File: config.mk
export PLATFORM = sky130hd
export DESIGN_NAME = mc_ctrl_fsm
export DESIGN_NICKNAME = d
export VERILOG_FILES = /design/src/rtl/mc_ctrl_fsm.sv
export SDC_FILE = /design/constraint.sdc
export NUM_CORES = 1
export LEC_CHECK = 0
export CAP_MARGIN = 0
export CORE_MARGIN = 2
export CORE_UTILIZATION = 25
export CTS_BUF_LIST = sky130_fd_sc_hd__clkbuf_16
export DETAILED_ROUTE_END_ITERATION = 12
export PLACE_DENSITY = 0.44
export RECOVER_POWER = 50
export SLEW_MARGIN = 0
export SYNTH_ARGS = -nofsm -noshare
export SYNTH_HDL_FRONTEND = slang
export SYNTH_SLANG_ARGS = --single-unit
File: constraint.sdc
create_clock -name clk -period 3.1 [get_ports clk]
set_input_delay 0.31 -clock clk [delete_from_list [all_inputs] [get_ports clk]]
set_output_delay 0.31 -clock clk [all_outputs]
set_load 0.01 [all_outputs]
File: src/rtl/mc_ctrl_fsm.sv
// mc_ctrl_fsm -- multi-cycle MIPS-subset control unit.
//
// Steps each instruction through IF/ID/EXE/MEM/WB. It decodes opcode/funct
// into datapath controls and counts the legal instructions it retires.
//
// Ports:
//   clk, rst_n       clock; asynchronous active-low reset
//   opcode, funct    Inst[31:26] and Inst[5:0] from the instruction register
//   ZF, SF           ALU zero / sign flags, sampled in EXE for branches
//   PCWr, IRWr       PC and IR load enables
//   ALUSrcA/B        ALU operand selects (shamt / extended immediate)
//   DataSrc, RegDst  write-back data select and destination register select
//   ExtSel           immediate extension (1 = sign)
//   RegWr, MemRd, MemWr  register-file and data-memory strobes
//   PCSrc            next-PC select (00 PC+4, 01 branch, 10 jump)
//   ALUCtrl          ALU operation
//   Illegal          one-cycle pulse in ID for an unknown opcode/funct
//   State            current FSM state
//   InstCnt          retired legal instruction count (wraps)
module mc_ctrl_fsm #(
  parameter logic [5:0] HALT_OP = 6'b111111
) (
  input  logic        clk,
  input  logic        rst_n,
  input  logic [5:0]  opcode,
  input  logic [5:0]  funct,
  input  logic        ZF,
  input  logic        SF,
  output logic        PCWr,
  output logic        IRWr,
  output logic        ALUSrcA,
  output logic        ALUSrcB,
  output logic        DataSrc,
  output logic        RegWr,
  output logic        MemRd,
  output logic        MemWr,
  output logic        RegDst,
  output logic        ExtSel,
  output logic [1:0]  PCSrc,
  output logic [3:0]  ALUCtrl,
  output logic        Illegal,
  output logic [2:0]  State,
  output logic [15:0] InstCnt
);

  typedef enum logic [2:0] {
    S_IF   = 3'b000,
    S_ID   = 3'b001,
    S_EXE  = 3'b010,
    S_MEM  = 3'b011,
    S_WB   = 3'b100,
    S_HALT = 3'b101
  } state_t;

  typedef enum logic [2:0] {
    K_ALU  = 3'd0,
    K_LW   = 3'd1,
    K_SW   = 3'd2,
    K_BR   = 3'd3,
    K_J    = 3'd4,
    K_HALT = 3'd5,
    K_ILL  = 3'd6
  } kind_t;

  state_t      state_q, state_d;
  logic [15:0] inst_cnt_q, inst_cnt_d;

  kind_t       kind_s;
  logic [3:0]  alu_s;
  logic        src_a_s, src_b_s, data_src_s, reg_dst_s, ext_sel_s, br_take_s;

  logic        pcwr_s, irwr_s, regwr_s, memrd_s, memwr_s, illegal_s, stat_en_s;
  logic [1:0]  pcsrc_s;

  // Instruction decode: instruction class, static datapath controls, branch condition.
  always_comb begin
    kind_s     = K_ILL;
    alu_s      = 4'b0000;
    src_a_s    = 1'b0;
    src_b_s    = 1'b0;
    data_src_s = 1'b0;
    reg_dst_s  = 1'b0;
    ext_sel_s  = 1'b0;
    br_take_s  = 1'b0;
    if (opcode == HALT_OP) begin
      kind_s = K_HALT;
    end else begin
      case (opcode)
        6'b000000: begin
          kind_s    = K_ALU;
          reg_dst_s = 1'b1;
          case (funct)
            6'b100000: alu_s = 4'b0100;                         // add
            6'b100001: alu_s = 4'b0101;                         // addu
            6'b100010: alu_s = 4'b0110;                         // sub
            6'b100100: alu_s = 4'b0000;                         // and
            6'b100101: alu_s = 4'b0001;                         // or
            6'b100110: alu_s = 4'b1010;                         // xor
            6'b100111: alu_s = 4'b0011;                         // nor
            6'b101010: alu_s = 4'b1001;                         // slt
            6'b101011: alu_s = 4'b1000;                         // sltu
            6'b000000: begin alu_s = 4'b0010; src_a_s = 1'b1; end  // sll
            6'b000010: begin alu_s = 4'b0111; src_a_s = 1'b1; end  // srl
            6'b000100: alu_s = 4'b0010;                         // sllv
            6'b000110: alu_s = 4'b0111;                         // srlv
            default: begin
              kind_s    = K_ILL;
              reg_dst_s = 1'b0;
            end
          endcase
        end
        6'b001000: begin kind_s = K_ALU; alu_s = 4'b0100; src_b_s = 1'b1; ext_sel_s = 1'b1; end // addi
        6'b001001: begin kind_s = K_ALU; alu_s = 4'b0101; src_b_s = 1'b1; ext_sel_s = 1'b1; end // addiu
        6'b001010: begin kind_s = K_ALU; alu_s = 4'b1001; src_b_s = 1'b1; ext_sel_s = 1'b1; end // slti
        6'b001011: begin kind_s = K_ALU; alu_s = 4'b1000; src_b_s = 1'b1; ext_sel_s = 1'b1; end // sltiu
        6'b001100: begin kind_s = K_ALU; alu_s = 4'b0000; src_b_s = 1'b1; end                   // andi
        6'b001101: begin kind_s = K_ALU; alu_s = 4'b0001; src_b_s = 1'b1; end                   // ori
        6'b001110: begin kind_s = K_ALU; alu_s = 4'b1010; src_b_s = 1'b1; ext_sel_s = 1'b1; end // xori
        6'b100011: begin kind_s = K_LW; alu_s = 4'b0100; src_b_s = 1'b1; ext_sel_s = 1'b1; data_src_s = 1'b1; end
        6'b101011: begin kind_s = K_SW; alu_s = 4'b0100; src_b_s = 1'b1; ext_sel_s = 1'b1; end
        // Branches compare Rs/Rt; the offset is sign-extended for the target adder.
        6'b000100: begin kind_s = K_BR; alu_s = 4'b0110; ext_sel_s = 1'b1; br_take_s = ZF; end        // beq
        6'b000101: begin kind_s = K_BR; alu_s = 4'b0110; ext_sel_s = 1'b1; br_take_s = ~ZF; end       // bne
        6'b000001: begin kind_s = K_BR; alu_s = 4'b0100; ext_sel_s = 1'b1; br_take_s = SF; end        // bltz
        6'b000111: begin kind_s = K_BR; alu_s = 4'b0100; ext_sel_s = 1'b1; br_take_s = ~SF & ~ZF; end // bgtz
        6'b000110: begin kind_s = K_BR; alu_s = 4'b0100; ext_sel_s = 1'b1; br_take_s = SF | ZF; end   // blez
        6'b000010: kind_s = K_J;
        default:   kind_s = K_ILL;
      endcase
    end
  end

  // Next-state and strobe generation; the count advances on every legal retire.
  always_comb begin
    state_d    = state_q;
    inst_cnt_d = inst_cnt_q;
    pcwr_s     = 1'b0;
    irwr_s     = 1'b0;
    regwr_s    = 1'b0;
    memrd_s    = 1'b0;
    memwr_s    = 1'b0;
    illegal_s  = 1'b0;
    stat_en_s  = 1'b0;
    pcsrc_s    = 2'b00;
    case (state_q)
      S_IF: begin
        irwr_s  = 1'b1;
        state_d = S_ID;
      end
      S_ID: begin
        stat_en_s = 1'b1;
        case (kind_s)
          K_J:    begin pcwr_s = 1'b1; pcsrc_s = 2'b10; state_d = S_IF; end
          K_HALT: state_d = S_HALT;
          K_ILL:  begin pcwr_s = 1'b1; illegal_s = 1'b1; state_d = S_IF; end
          default: state_d = S_EXE;
        endcase
      end
      S_EXE: begin
        stat_en_s = 1'b1;
        case (kind_s)
          K_BR: begin
            pcwr_s  = 1'b1;
            pcsrc_s = br_take_s ? 2'b01 : 2'b00;
            state_d = S_IF;
          end
          K_LW, K_SW: state_d = S_MEM;
          default:    state_d = S_WB;
        endcase
      end
      S_MEM: begin
        stat_en_s = 1'b1;
        if (kind_s == K_SW) begin
          memwr_s = 1'b1;
          pcwr_s  = 1'b1;
          state_d = S_IF;
        end else begin
          memrd_s = 1'b1;
          state_d = S_WB;
        end
      end
      S_WB: begin
        stat_en_s = 1'b1;
        regwr_s   = 1'b1;
        pcwr_s    = 1'b1;
        // lw keeps the read asserted so memory data stays valid for the write.
        memrd_s   = (kind_s == K_LW);
        state_d   = S_IF;
      end
      S_HALT: state_d = S_HALT;
      default: state_d = S_IF;
    endcase
    if (pcwr_s && !illegal_s) begin
      inst_cnt_d = inst_cnt_q + 16'd1;
    end else begin
      inst_cnt_d = inst_cnt_q;
    end
  end

  // State and retire-counter registers.
  always_ff @(posedge clk or negedge rst_n) begin
    if (!rst_n) begin
      state_q    <= S_IF;
      inst_cnt_q <= 16'd0;
    end else begin
      state_q    <= state_d;
      inst_cnt_q <= inst_cnt_d;
    end
  end

  // Output drive; gated by rst_n so any in-flight write strobe drops the moment reset asserts.
  always_comb begin
    if (rst_n) begin
      PCWr    = pcwr_s;
      IRWr    = irwr_s;
      ALUSrcA = stat_en_s & src_a_s;
      ALUSrcB = stat_en_s & src_b_s;
      DataSrc = stat_en_s & data_src_s;
      RegWr   = regwr_s;
      MemRd   = memrd_s;
      MemWr   = memwr_s;
      RegDst  = stat_en_s & reg_dst_s;
      ExtSel  = stat_en_s & ext_sel_s;
      PCSrc   = pcsrc_s;
      ALUCtrl = stat_en_s ? alu_s : 4'b0000;
      Illegal = illegal_s;
      State   = state_q;
      InstCnt = inst_cnt_q;
    end else begin
      PCWr    = 1'b0;
      IRWr    = 1'b0;
      ALUSrcA = 1'b0;
      ALUSrcB = 1'b0;
      DataSrc = 1'b0;
      RegWr   = 1'b0;
      MemRd   = 1'b0;
      MemWr   = 1'b0;
      RegDst  = 1'b0;
      ExtSel  = 1'b0;
      PCSrc   = 2'b00;
      ALUCtrl = 4'b0000;
      Illegal = 1'b0;
      State   = 3'b000;
      InstCnt = 16'd0;
    end
  end

endmodule
==> results of run 1 <==
-- sequential cells by signal, summed over array words and instances (netlist names) --
register / count
state_q: 3
inst_cnt_q: 16
-- routing by layer --
layer	global-route usage	routed length [µm]
met3	0.0140	185
met5	0	0
met4	0.0248	15
met2	0.212	2290
met1	0.180	2480
-- final cells by class --
| type | instances | share of cell area |
|---|---|---|
| Multi-Input combinational cell | 199 | 0.469 |
| Timing Repair Buffer | 74 | 0.267 |
| Sequential cell | 19 | 0.181 |
| Tap cell | 96 | 0.0458 |
| Clock buffer | 3 | 0.0286 |
| Inverter | 4 | 0.00573 |
| Clock inverter | 1 | 0.00191 |
-- stage by stage --
step,util,setup WS (ps)
2_1_floorplan,-,872
3_3_place_gp,0.370,71.7
3_5_place_dp,0.370,91.8
4_1_cts,0.381,69.8
5_1_grt,0.384,46.5
6_report,0.384,203
-- worst max-delay path: stages --
cell,delay (ps)
clkdlybuf4s50_1,490
buf_4,190
or4_4,510
a21oi_1,320
a211oi_4,120
nand2_1,110
nor2_1,60
clkdlybuf4s50_1,480
-- layout by cell type (no fill, tap or decap), types with 3 or more instances in the layout --
cell type        Yosys  routed
and2_0               0       9
nor3_1               6       6
o21a_1               3       3
and3_1               8       8
nand2b_1             5       5
nor2b_1              5       5
a21oi_1             14      15
xnor2_1             15      15
o21ai_0              8       8
inv_1                4       4
clkbuf_16            0       3
nand2_1             23      23
nand3_1              6       6
buf_4                0      20
nor2_1              31      31
dlygate4sd3_1        0       7
dlymetal6s2s_1       0       5
dfrtp_1             19      19
clkdlybuf4s50_1      0      39
and2_1              23      14
nand4_1             13      13
-- cell families after synthesis --
group / synth area share
mux: 0.0310
buf+inv: 0.0458
xor+xnor: 0.0789
flops: 0.268
fa+ha+maj: 0.00705
simple gates: 0.414
compound gates: 0.155
-- power groups by stage --
stage	sequential (µW)	combinational (µW)	clock, µW
6_report	364	490	260
5_1_grt	374	548	276
4_1_cts	364	500	269
3_5_place_dp	367	496	0
3_3_place_gp	371	499	0
2_1_floorplan	327	325	0
-- worst max-delay path by stage --
stage | endpoint | cells after the start | from
2_1_floorplan | inst_cnt_q[13] | 9 | opcode[3]
3_3_place_gp | PCSrc[1] | 9 | opcode[5]
3_5_place_dp | PCWr | 8 | opcode[0]
4_1_cts | PCWr | 8 | opcode[0]
5_1_grt | PCSrc[1] | 8 | opcode[4]
6_report | PCSrc[1] | 8 | opcode[4]
==> impl_metrics.ini, run 1 <==
[floorplan]
row_count = 30
die_y_um = 88.3
coreArea_mm2 = 0.00683
fp.dieW_um = 88.3
ios = 52
start_util = 0.260
die_area_mm2 = 0.00779

[synthesis]
yosys.area.top_type_share = 0.268
netlist_area_mm2 = 0.00178
synthArstFlopShare = 1.00
post-synth-top-count-cell = nor2_1
synth_cell_types = 51
synth_warnings = 0
synth_area_per_cell_um2 = 7.49
synth.top_cells.by_count = nor2_1 (31), and2_1 (23), nand2_1 (23)
ys_seq_elements = 19
synth_ff_type = dfrtp_1
post-synth-top-area-cell = dfrtp_1
synth_edf_count = 0
ys_top_cells_by_area = dfrtp_1 (27%), and2_1 (8.1%), xnor2_1 (7.4%), nor2_1 (6.6%), nand2_1 (4.9%)
syn_inst = 237
syn-num-nets = 254
ys_seq_area_frac = 0.268

[hold_path]
whs_endpoint = inst_cnt_q[15]
min-delay-start = inst_cnt_q[15]
hold_path_class = reg2reg
holdPathStages = 1

[timing]
max_slew_margin = 0.440
hold_ws_ps = 469
worst_slew_pin_slew_ps = 840
hold_violations = 0
final-setup-viol-count = 0
fmax_mhz = 345
slew_viol_final = 0
skew_ps = 3.17
min_period_over_period = 0.935
grt_setup_unrepaired = no
setup-tns-final_ps = 0
period_needed_ps = 2900

[cells_and_area]
fin_nets = 318
n_antenna_cell = 0
fillCellCount = 744
area_growth_pct = 47.6
stdcell_count = 396
multiInputGateArea_mm2 = 0.00123
final_area_mm2 = 0.00262
ff_latch_area_um2 = 475
drive_above_1_share = 0.113

[setup_path]
rr_startpoint = state_q[2]
r2r_cells = 6
path_class = in2out
start_kind = input port
cp_max_fo = 5
critical_path_arrival_ps = 2590
cp.required_ps = 2790
reg2reg_to = inst_cnt_q[1]
ff2ff_setup_slack_ps = 840
cp-end-kind = output pin

[power_and_ir_drop]
power.density_mw_per_mm2 = 425
p_int_uw = 724
pwr-share-clk = 0.233
seq_power_share = 0.327
p_comb_frac = 0.440
peakVddDrop_uv = 229
total_power_uw = 1110
p_leak_uw = 0.00108
swShare = 0.351
power_switching_uw = 391

[run_status]
outcome = finished, final reports clean

[grt]
grt_max_degree = 24
first_global_vias = 1793
antenna_found_initial = 0
grt_use_total = 0.127
grt_first_pass_wirelength_um = 8180
grt-ovfl-total = 0

[cts]
cts_made_buffers = 3
cts_tree = yes
cts_sinks = 19
clockRootBuffer = clkbuf_16
clk_pin_slew_ps = 50
postCtsResizedCells = 0
cts_max_level = 1
post-cts-setup-buffers = 0
clk_latency_ps = 250
cts.path.max_buffers = 2
cts_hold_buf = 0

[placed_design]
place.gp.congestion = 0.772
io_buffer_count = 51
hpwl_um = 3840
place_area_mm2 = 0.00252
dp_cells = 392

[drt]
routed_wl_um = 4970
vias_per_cell = 4.68
drt-wirelength-per-cell_um = 12.6
drt_pre_antenna_iters = 4
drc_errors = 0
drt.antenna.violating_nets = 0
drt_iter0_drc = 70
vias = 1854

[job]
maxCapViolCount = 0
Power figures use the tool's default switching activity.
==> inputs of run 2 (changes only) <==
CORE_ASPECT_RATIO = 1.2   (was not set)
REMOVE_ABC_BUFFERS = 1   (was not set)
==> impl_metrics.ini, run 2 (synthesized netlist as in run 1, its figures left out) <==
[power_and_ir_drop]
p_comb_frac = 0.434
p_int_uw = 716
swShare = 0.359
p_leak_uw = 0.00103
power_switching_uw = 401
peakVddDrop_uv = 268
pwr-share-clk = 0.236
seq_power_share = 0.330
power.density_mw_per_mm2 = 436

[placed_design]
hpwl_um = 3990
place_area_mm2 = 0.00248
dp_cells = 379
place.gp.congestion = 0.834
io_buffer_count = 51

[hold_path]
hold_path_class = reg2reg
min-delay-start = inst_cnt_q[15]

[grt]
first_global_vias = 1825
grt_max_degree = 26
antenna_found_initial = 0
grt_use_total = 0.137
grt-ovfl-total = 0
grt_first_pass_wirelength_um = 8490

[setup_path]
cp_top_family = buffers and inverters
cpMostUsedCell = clkdlybuf4s50_1
critical_path.max_stage_delay_ps = 570
cp_slowest_cell = clkdlybuf4s50_1
setup.worst_path.end = PCSrc[1]
cp_max_fo = 9
start_kind = input port
critical_path_arrival_ps = 2660
cp-end-kind = output pin
path_class = in2out
ff2ff_setup_slack_ps = 830
cp.depth = 9
r2r_cells = 6
path_buf_inv = 3
reg2reg_to = inst_cnt_q[1]
rr_startpoint = state_q[2]
cp.required_ps = 2790
crit_start = opcode[2]
path_cells = clkdlybuf4s50_1 > buf_4 > nor2b_1 > o21ai_1 > a21oi_1 > a211oi_4 > nand2_1 > nor2_1 > clkdlybuf4s50_1

[cells_and_area]
area_growth_pct = 44.3
stdcell_count = 383
drive_above_1_share = 0.101
final_common_cell = clkdlybuf4s50_1
largest-register = inst_cnt_q
top_regs = inst_cnt_q: 16 flops, state_q: 3 flops
fin_nets = 314
largest_reg_flops = 16
final_area_mm2 = 0.00256
utilization = 0.374
final_cell_mix = clkdlybuf4s50_1 (42), nor2_1 (30), nand2_1 (23), dfrtp_1 (19)
n_antenna_cell = 0

[drt]
drt.antenna.violating_nets = 0
vias_per_cell = 4.88
routed_wl_um = 5210
drt-wirelength-per-cell_um = 13.6
drt_iter0_drc = 43
drc_errors = 0
vias = 1869
drt_pre_antenna_iters = 4

[timing]
setup-tns-final_ps = 0
slew_viol_final = 0
min_period_over_period = 0.958
hold_violations = 0
fmax_mhz = 337
grt_setup_unrepaired = no
max_slew_margin = 0.311
skew_ps = 2.82
worst_slew_pin_slew_ps = 1030
final-setup-viol-count = 0
period_needed_ps = 2970

[cts]
clk_latency_ps = 250
clk_pin_slew_ps = 50
clockRootBuffer = clkbuf_16
cts_max_level = 1
cts_made_buffers = 3
cts.path.max_buffers = 2
cts_tree = yes
post-cts-setup-buffers = 0
cts_sinks = 19

[floorplan]
die_y_um = 96.3
die_area_mm2 = 0.00779
coreArea_mm2 = 0.00685
start_util = 0.259
ios = 52
fp.dieW_um = 80.9
row_count = 33

[run_status]
outcome = finished, final reports clean

[job]
maxCapViolCount = 0
## run 2: how the worst min path moves through the flow
stage                                end  slack, ps  cells past startpoint
after floorplan            inst_cnt_q[0]         10                      0
after global placement    inst_cnt_q[15]        460                      1
after detailed placement  inst_cnt_q[15]        460                      1
after CTS                 inst_cnt_q[15]        470                      1
after global routing      inst_cnt_q[15]        500                      1
final                     inst_cnt_q[15]        460                      1
## run 2: routing by layer
layer	part of all wire	vias to the layer above	track usage
met5	0	-	0
met4	0.018	0	0.0438
met3	0.053	9	0.0169
met2	0.46	48	0.236
met1	0.47	867	0.175
li1	-	945	-
## run 2: cell type report
class	count	area (µm²)
fillers	753	4290
multi-input cells	199	1220
repair buffers	70	661
flip-flops and latches	19	475
well taps	87	109
clock buffers	3	75.1
inverters	4	15.0
clock inverters	1	3.75
## run 2: power groups by stage
| stage | registers, µW | clock network [µW] | logic [µW] |
|---|---|---|---|
| 4_1_cts | 368 | 274 | 493 |
| 6_report | 369 | 264 | 484 |
| 2_1_floorplan | 349 | 0 | 271 |
| 3_5_place_dp | 371 | 0 | 490 |
| 5_1_grt | 379 | 282 | 535 |
| 3_3_place_gp | 374 | 0 | 492 |
## run 2: repair_timing
item / CTS / global route
hold buffers: 0 / 0
endpoints found under the setup margin: 0 / 4
gates resized for setup: 0 / 3
## run 2: worst reg2reg max path, delay by kind of cell, from the launching register on
family                 cells  cell delay, ps
flip-flops                 1             500
multiplexers               2             560
AND/OR/NAND/NOR            1             580
AO/OA/AOI/OAI              1             200
buffers and inverters      2             330
## run 2: stage by stage
| stage | hold slack, ps | total power [µW] | setup slack (ps) |
|---|---|---|---|
| 4_1_cts | 469 | 1140 | 56.1 |
| 5_1_grt | 496 | 1200 | 2.03 |
| 3_5_place_dp | 461 | 861 | 66.0 |
| 2_1_floorplan | 14.4 | 619 | 927 |
| 3_3_place_gp | 456 | 866 | 108 |
| 6_report | 464 | 1120 | 131 |
==> inputs of run 3 (changes only) <==
SLEW_MARGIN = 10   (was 0)
==> results of run 3 <==
Final layout, timing and power as in run 2 (identical DEF).
==> variant 1, RTL diff (flow settings as in run 1) <==
Put a register stage on the output `State`, cleared by the reset. The value now appears one clock later. The other outputs are not delayed to match.
--- a/src/rtl/mc_ctrl_fsm.sv
+++ b/src/rtl/mc_ctrl_fsm.sv
@@ -62,6 +62,8 @@
     K_ILL  = 3'd6
   } kind_t;
 
+  logic [2:0] State_d;
+
   state_t      state_q, state_d;
   logic [15:0] inst_cnt_q, inst_cnt_d;
 
@@ -224,7 +226,7 @@
       PCSrc   = pcsrc_s;
       ALUCtrl = stat_en_s ? alu_s : 4'b0000;
       Illegal = illegal_s;
-      State   = state_q;
+      State_d = state_q;
       InstCnt = inst_cnt_q;
     end else begin
       PCWr    = 1'b0;
@@ -240,9 +242,17 @@
       PCSrc   = 2'b00;
       ALUCtrl = 4'b0000;
       Illegal = 1'b0;
-      State   = 3'b000;
+      State_d = 3'b000;
       InstCnt = 16'd0;
     end
   end
 
+  always_ff @(posedge clk or negedge rst_n) begin
+    if (!rst_n) begin
+      State <= '0;
+    end else begin
+      State <= State_d;
+    end
+  end
+
 endmodule
Formal check against the unedited RTL: not equivalent (a bounded check fails within 4 cycles, from zero or initial values and one cycle with rst_n low).
==> variant 1 against run 1 <==
Sequential cell count increased by 3. Cell count down 2.0%. Wire length grew 1.2%. Synthesized area rose by 2.4%. Worst setup slack lost 5.3 ps. Cell area up 2.0%. Non-clock buffer count down 1. Clock power increased by 4%. Total power up 5.1%. First-iteration DRC count increased by 26%.
==> variant 1: results (changes against run 1) <==
{
  "status": {"value": "finished, final reports clean"},
  "grt_pass1_vias": {"value": 1728, "change": "-3.6%"},
  "path_max_fanout": {"value": 4, "change": "-1"},
  "net_count_final": {"value": 307, "change": "-3.5%"},
  "detail_route.wirelength": {"value": 5030, "unit": "um", "change": "+1.2%"},
  "synth.yosys.seq_area_share": {"value": 30.3, "unit": "%", "change": "+3.5 points"},
  "routed_via_density": {"value": 4.67, "change": "-0.25%"},
  "post-cts-setup-buffer-count": {"value": 0, "change": "unchanged"},
  "mappedNetlistNets": {"value": 240, "change": "-5.5%"},
  "global_route_wire_length_before_repair": {"value": 8360, "unit": "um", "change": "+2.3%"},
  "drt_pre_antenna_iters": {"value": 4, "change": "unchanged"},
  "ratio_of_cells_with_drive_above_1_in_the_final_layout": {"value": 16.3, "unit": "%", "change": "+4.9 points"},
  "dpl.hpwl": {"value": 3830, "unit": "um", "change": "-0.28%"},
  "path_delay_family": {"value": "simple AND/OR/NAND/NOR gates"},
  "crit_path_max_incr_delay": {"value": 560, "unit": "ps", "change": "+50 ps"},
  "numCtsBuffers": {"value": 3, "change": "unchanged"},
  "crit_slowest_cell": {"value": "clkdlybuf4s50_1"},
  "timing.reg2reg.setup_slack": {"value": 700, "unit": "ps", "change": "-140 ps"},
  "worstHoldPathType": {"value": "flip-flop to flip-flop"},
  "skew": {"value": 3.24, "unit": "ps", "change": "+0.0633 ps"},
  "globalRouteMet2Util": {"value": 19.7, "unit": "%", "change": "-1.5 points"},
  "worstSetupStartpoint": {"value": "state_q[0]"},
  "max_slew.worst_pin.slew": {"value": 697, "unit": "ps", "change": "-142 ps"},
  "ys_types": {"value": 53, "change": "+3.9%"},
  "htree_levels": {"value": 1, "change": "unchanged"},
  "ys_top_cells_by_area": {"value": "dfrtp_1 (30%), xnor2_1 (7.7%), and2_1 (6.5%)"},
  "grt_max_degree": {"value": 45, "change": "+88%"},
  "globalRouteTotalUtil": {"value": 13.0, "unit": "%", "change": "+0.24 points"},
  "port_buffers": {"value": 51, "change": "unchanged"},
  "gp_routability_congestion": {"value": 0.846, "change": "+9.6%"},
  "setup.worst_path.end": {"value": "ALUCtrl[3]"},
  "synthTopCellsByCount": {"value": "dfrtp_1 (22), nand2_1 (21), and2_1 (19)"},
  "max-vdd-ir-drop": {"value": 0.193, "unit": "mV", "change": "-16%"},
  "p_leak": {"value": 1.13, "unit": "nW", "change": "+4.6%"},
  "registers_with_the_most_flip_flops": {"value": "inst_cnt_q (16), State (3), state_q (3)"},
  "antenna_cells_inserted": {"value": 0, "change": "unchanged"},
  "use_met3": {"value": 1.85, "unit": "%", "change": "+0.45 points"},
  "drt_iter0_drc": {"value": 88, "change": "+26%"},
  "use_met1": {"value": 20.0, "unit": "%", "change": "+2.0 points"}
}
-- variant 1: how the worst min path moves through the flow --
stage | from | end | slack, ps | depth (start not counted)
after CTS | inst_cnt_q[15] | inst_cnt_q[15] | 470 | 1
final | inst_cnt_q[15] | inst_cnt_q[15] | 460 | 1
after global routing | inst_cnt_q[15] | inst_cnt_q[15] | 500 | 1
after global placement | inst_cnt_q[15] | inst_cnt_q[15] | 460 | 1
after floorplan | rst_n | State[0] | 10 | 0
after detailed placement | inst_cnt_q[15] | inst_cnt_q[15] | 460 | 1
-- variant 1: cell type report --
class / instances / area (um^2)
Timing Repair Buffer: 73 / 698
Sequential cell: 22 / 551
Tap cell: 99 / 124
Inverter: 7 / 26.3
Clock buffer: 3 / 75.1
Fill cell: 776 / 4460
Multi-Input combinational cell: 183 / 1200
Clock inverter: 1 / 3.75
-- variant 1: kinds of logic (layout without fill, tap and decap cells) --
logic type | after synthesis | count (layout) | share of synthesized area [%]
AO/OA/AOI/OAI | 40 | 40 | 14.9
XOR/XNOR | 17 | 17 | 8.19
adder cells (fa/ha/maj) | 1 | 1 | 0.688
buffers and inverters | 18 | 84 | 5.44
flip-flops | 22 | 22 | 30.3
multiplexers | 4 | 4 | 2.61
AND/OR/NAND/NOR | 121 | 121 | 37.9
-- variant 1: metal layers --
metal,share of wire (%),up-vias
met5,0,-
met4,0.32,0
met3,3.2,2
met2,45,35
met1,51,846
li1,-,929
-- variant 1: metrics by stage --
| step | hold WS [ps] | std cells | worst slack (ps) | area (um^2) | total power, mW |
|---|---|---|---|---|---|
| 6_report | 465 | 388 | 197 | 2670 | 1.17 |
| 5_1_grt | 502 | 388 | 9.43 | 2670 | 1.27 |
| 4_1_cts | 471 | 388 | 49.9 | 2640 | 1.19 |
| 3_5_place_dp | 459 | 384 | 51.7 | 2560 | 0.914 |
| 3_3_place_gp | 456 | 384 | 4.15 | 2560 | 0.918 |
| 2_1_floorplan | 14.4 | 223 | 856 | 1820 | 0.699 |
-- variant 1: where the power goes --
group	internal [mW]	leakage [nW]	switching, mW
Clock	0.172	0.0385	0.0980
Sequential	0.339	0.296	0.0550
Combinational	0.242	0.793	0.265
Total	0.753	1.13	0.418
-- variant 1: worst register-to-register path, cell delays in order (launching register included) --
cell	delay, ps
dfrtp_1	460
nand2b_1	210
a211oi_1	220
and3_1	200
o31a_4	150
mux2_1	610
mux2_1	430
==> variant 2, RTL diff (settings of run 1) <==
Made on the original files. Add an input register stage for `opcode`, `funct`, `ZF` and `SF`, cleared by the reset; this delays them by one clock. Comments in the files are not updated.
--- a/src/rtl/mc_ctrl_fsm.sv
+++ b/src/rtl/mc_ctrl_fsm.sv
@@ -62,6 +62,25 @@
     K_ILL  = 3'd6
   } kind_t;
 
+  logic [5:0] opcode_q;
+  logic [5:0] funct_q;
+  logic ZF_q;
+  logic SF_q;
+
+  always_ff @(posedge clk or negedge rst_n) begin
+    if (!rst_n) begin
+      opcode_q <= '0;
+      funct_q  <= '0;
+      ZF_q     <= '0;
+      SF_q     <= '0;
+    end else begin
+      opcode_q <= opcode;
+      funct_q  <= funct;
+      ZF_q     <= ZF;
+      SF_q     <= SF;
+    end
+  end
+
   state_t      state_q, state_d;
   logic [15:0] inst_cnt_q, inst_cnt_d;
 
@@ -82,14 +101,14 @@
     reg_dst_s  = 1'b0;
     ext_sel_s  = 1'b0;
     br_take_s  = 1'b0;
-    if (opcode == HALT_OP) begin
+    if (opcode_q == HALT_OP) begin
       kind_s = K_HALT;
     end else begin
-      case (opcode)
+      case (opcode_q)
         6'b000000: begin
           kind_s    = K_ALU;
           reg_dst_s = 1'b1;
-          case (funct)
+          case (funct_q)
             6'b100000: alu_s = 4'b0100;                         // add
             6'b100001: alu_s = 4'b0101;                         // addu
             6'b100010: alu_s = 4'b0110;                         // sub
@@ -119,11 +138,11 @@
         6'b100011: begin kind_s = K_LW; alu_s = 4'b0100; src_b_s = 1'b1; ext_sel_s = 1'b1; data_src_s = 1'b1; end
         6'b101011: begin kind_s = K_SW; alu_s = 4'b0100; src_b_s = 1'b1; ext_sel_s = 1'b1; end
         // Branches compare Rs/Rt; the offset is sign-extended for the target adder.
-        6'b000100: begin kind_s = K_BR; alu_s = 4'b0110; ext_sel_s = 1'b1; br_take_s = ZF; end        // beq
-        6'b000101: begin kind_s = K_BR; alu_s = 4'b0110; ext_sel_s = 1'b1; br_take_s = ~ZF; end       // bne
-        6'b000001: begin kind_s = K_BR; alu_s = 4'b0100; ext_sel_s = 1'b1; br_take_s = SF; end        // bltz
-        6'b000111: begin kind_s = K_BR; alu_s = 4'b0100; ext_sel_s = 1'b1; br_take_s = ~SF & ~ZF; end // bgtz
-        6'b000110: begin kind_s = K_BR; alu_s = 4'b0100; ext_sel_s = 1'b1; br_take_s = SF | ZF; end   // blez
+        6'b000100: begin kind_s = K_BR; alu_s = 4'b0110; ext_sel_s = 1'b1; br_take_s = ZF_q; end        // beq
+        6'b000101: begin kind_s = K_BR; alu_s = 4'b0110; ext_sel_s = 1'b1; br_take_s = ~ZF_q; end       // bne
+        6'b000001: begin kind_s = K_BR; alu_s = 4'b0100; ext_sel_s = 1'b1; br_take_s = SF_q; end        // bltz
+        6'b000111: begin kind_s = K_BR; alu_s = 4'b0100; ext_sel_s = 1'b1; br_take_s = ~SF_q & ~ZF_q; end // bgtz
+        6'b000110: begin kind_s = K_BR; alu_s = 4'b0100; ext_sel_s = 1'b1; br_take_s = SF_q | ZF_q; end   // blez
         6'b000010: kind_s = K_J;
         default:   kind_s = K_ILL;
       endcase
Function: changed (Yosys sat finds a counterexample within 4 cycles, from zero or initial values and one cycle with rst_n low).
==> variant 2 against run 1 <==
Worst setup slack worse by 110 ps. Wire length is 15% higher. First-iteration DRC count is 20% lower. Fmax is 3.8% lower. Combinational power is 1% higher. Total power is 36% higher. Sequential cell count is 14 higher. Synthesized area is 23% higher. Cell area is 14% higher. Largest cell class unchanged. Largest power group is now sequential cells.
==> variant 2: results (changes against run 1) <==
{
  "wl_met2": {"value": 2720, "unit": "um", "change": "+19%"},
  "dpl.hpwl": {"value": 4290, "unit": "um", "change": "+12%"},
  "synthMuxAreaShare": {"value": 1.43, "unit": "%", "change": "-1.7 points"},
  "grt_max_degree": {"value": 47, "change": "+96%"},
  "net_count_final": {"value": 322, "change": "+1.3%"},
  "ys_types": {"value": 49, "change": "-3.9%"},
  "post_synth.cell_area_avg": {"value": 8.61, "unit": "um^2", "change": "+15%"},
  "route.layer.met1.wl": {"value": 2790, "unit": "um", "change": "+13%"},
  "use_met1": {"value": 16.5, "unit": "%", "change": "-1.5 points"},
  "synth.yosys.seq_area_share": {"value": 37.8, "unit": "%", "change": "+11 points"},
  "max-vdd-ir-drop": {"value": 0.233, "unit": "mV", "change": "+1.4%"},
  "ys_top_cells_by_area": {"value": "dfrtp_1 (38%), xnor2_1 (6.0%), and2_1 (5.7%)"},
  "layout.cells.non_filler": {"value": 414, "change": "+4.5%"},
  "worstHoldPathType": {"value": "input pin to async pin"},
  "synthXorXnorAreaFrac": {"value": 6.01, "unit": "%", "change": "-1.9 points"},
  "htree_levels": {"value": 2, "change": "+1"},
  "path_delay_family": {"value": "simple AND/OR/NAND/NOR gates"},
  "compound_cell_area_share_of_the_yosys_netlist": {"value": 19.9, "unit": "%", "change": "+4.4 points"},
  "globalRouteTotalUtil": {"value": 12.4, "unit": "%", "change": "-0.32 points"},
  "critical_path_arrival": {"value": 2700, "unit": "ps", "change": "+110 ps"},
  "slew-limit-headroom": {"value": 68.5, "unit": "%", "change": "+25 points"},
  "numCtsBuffers": {"value": 5, "change": "+2"},
  "skew": {"value": 4.25, "unit": "ps", "change": "+1.08 ps"},
  "mappedNetlistNets": {"value": 271, "change": "+6.7%"},
  "ratio_of_cells_with_drive_above_1_in_the_final_layout": {"value": 10.1, "unit": "%", "change": "-1.2 points"},
  "status": {"value": "finished, final reports clean"},
  "use_met3": {"value": 2.09, "unit": "%", "change": "+0.69 points"}
}
variant 2: cell count changes after synthesis, sizes merged, moves of 4 or more:
cell     delta
dfrtp      +14
nor3        +6
a31oi       +4
nand2b      +4
nand2      -12
o211ai      +6
o21ai       +4
nor2       -11
nand4       -8
o2111ai     +5
clkbuf      +4
variant 2: report_power, final:
| group | leakage (nW) | switching (mW) | internal [mW] | total (mW) |
|---|---|---|---|---|
| Clock | 0.0748 | 0.163 | 0.291 | 0.453 |
| Combinational | 0.693 | 0.250 | 0.246 | 0.496 |
| Sequential | 0.419 | 0.0839 | 0.482 | 0.566 |
| Total | 1.19 | 0.496 | 1.02 | 1.51 |
variant 2: layout make-up:
cell class	count	share of cell area, %
multi-input combinational	195	42.3
sequential	33	27.6
timing repair buffer	63	20.1
tap	108	4.52
clock buffer	5	4.18
inverter	7	0.878
clock inverter	3	0.460
variant 2: final timing paths:
check                          startpoint  slack, ps  cells past startpoint             end
setup / recovery              opcode_q[2]         90                      7        PCSrc[1]
hold / removal                      rst_n        430                      2      state_q[1]
setup reg to reg              opcode_q[5]        930                      6  inst_cnt_q[10]
hold reg to reg            inst_cnt_q[15]        470                      1  inst_cnt_q[15]
max in group asynchronous           rst_n       1970                      3      funct_q[0]
min in group clk           inst_cnt_q[15]        470                      1  inst_cnt_q[15]
variant 2: metrics by stage:
stage	hold slack [ps]	setup WS (ps)	area (um^2)	util, %
after floorplan	14.4	754	2190	-
after global placement	155	216	2820	32.8
after detailed placement	156	175	2820	32.8
after CTS	424	5.00	2980	34.6
after global routing	445	9.56	2990	34.8
final	435	87.6	2990	34.8
variant 2: repair_timing:
item                                   CTS  global route
gates cloned                             0             0
hold buffers                             1             0
resized for setup                        2             4
endpoints found under the hold margin    3             0
buffers inserted                         0             0
setup endpoints to repair                2             2
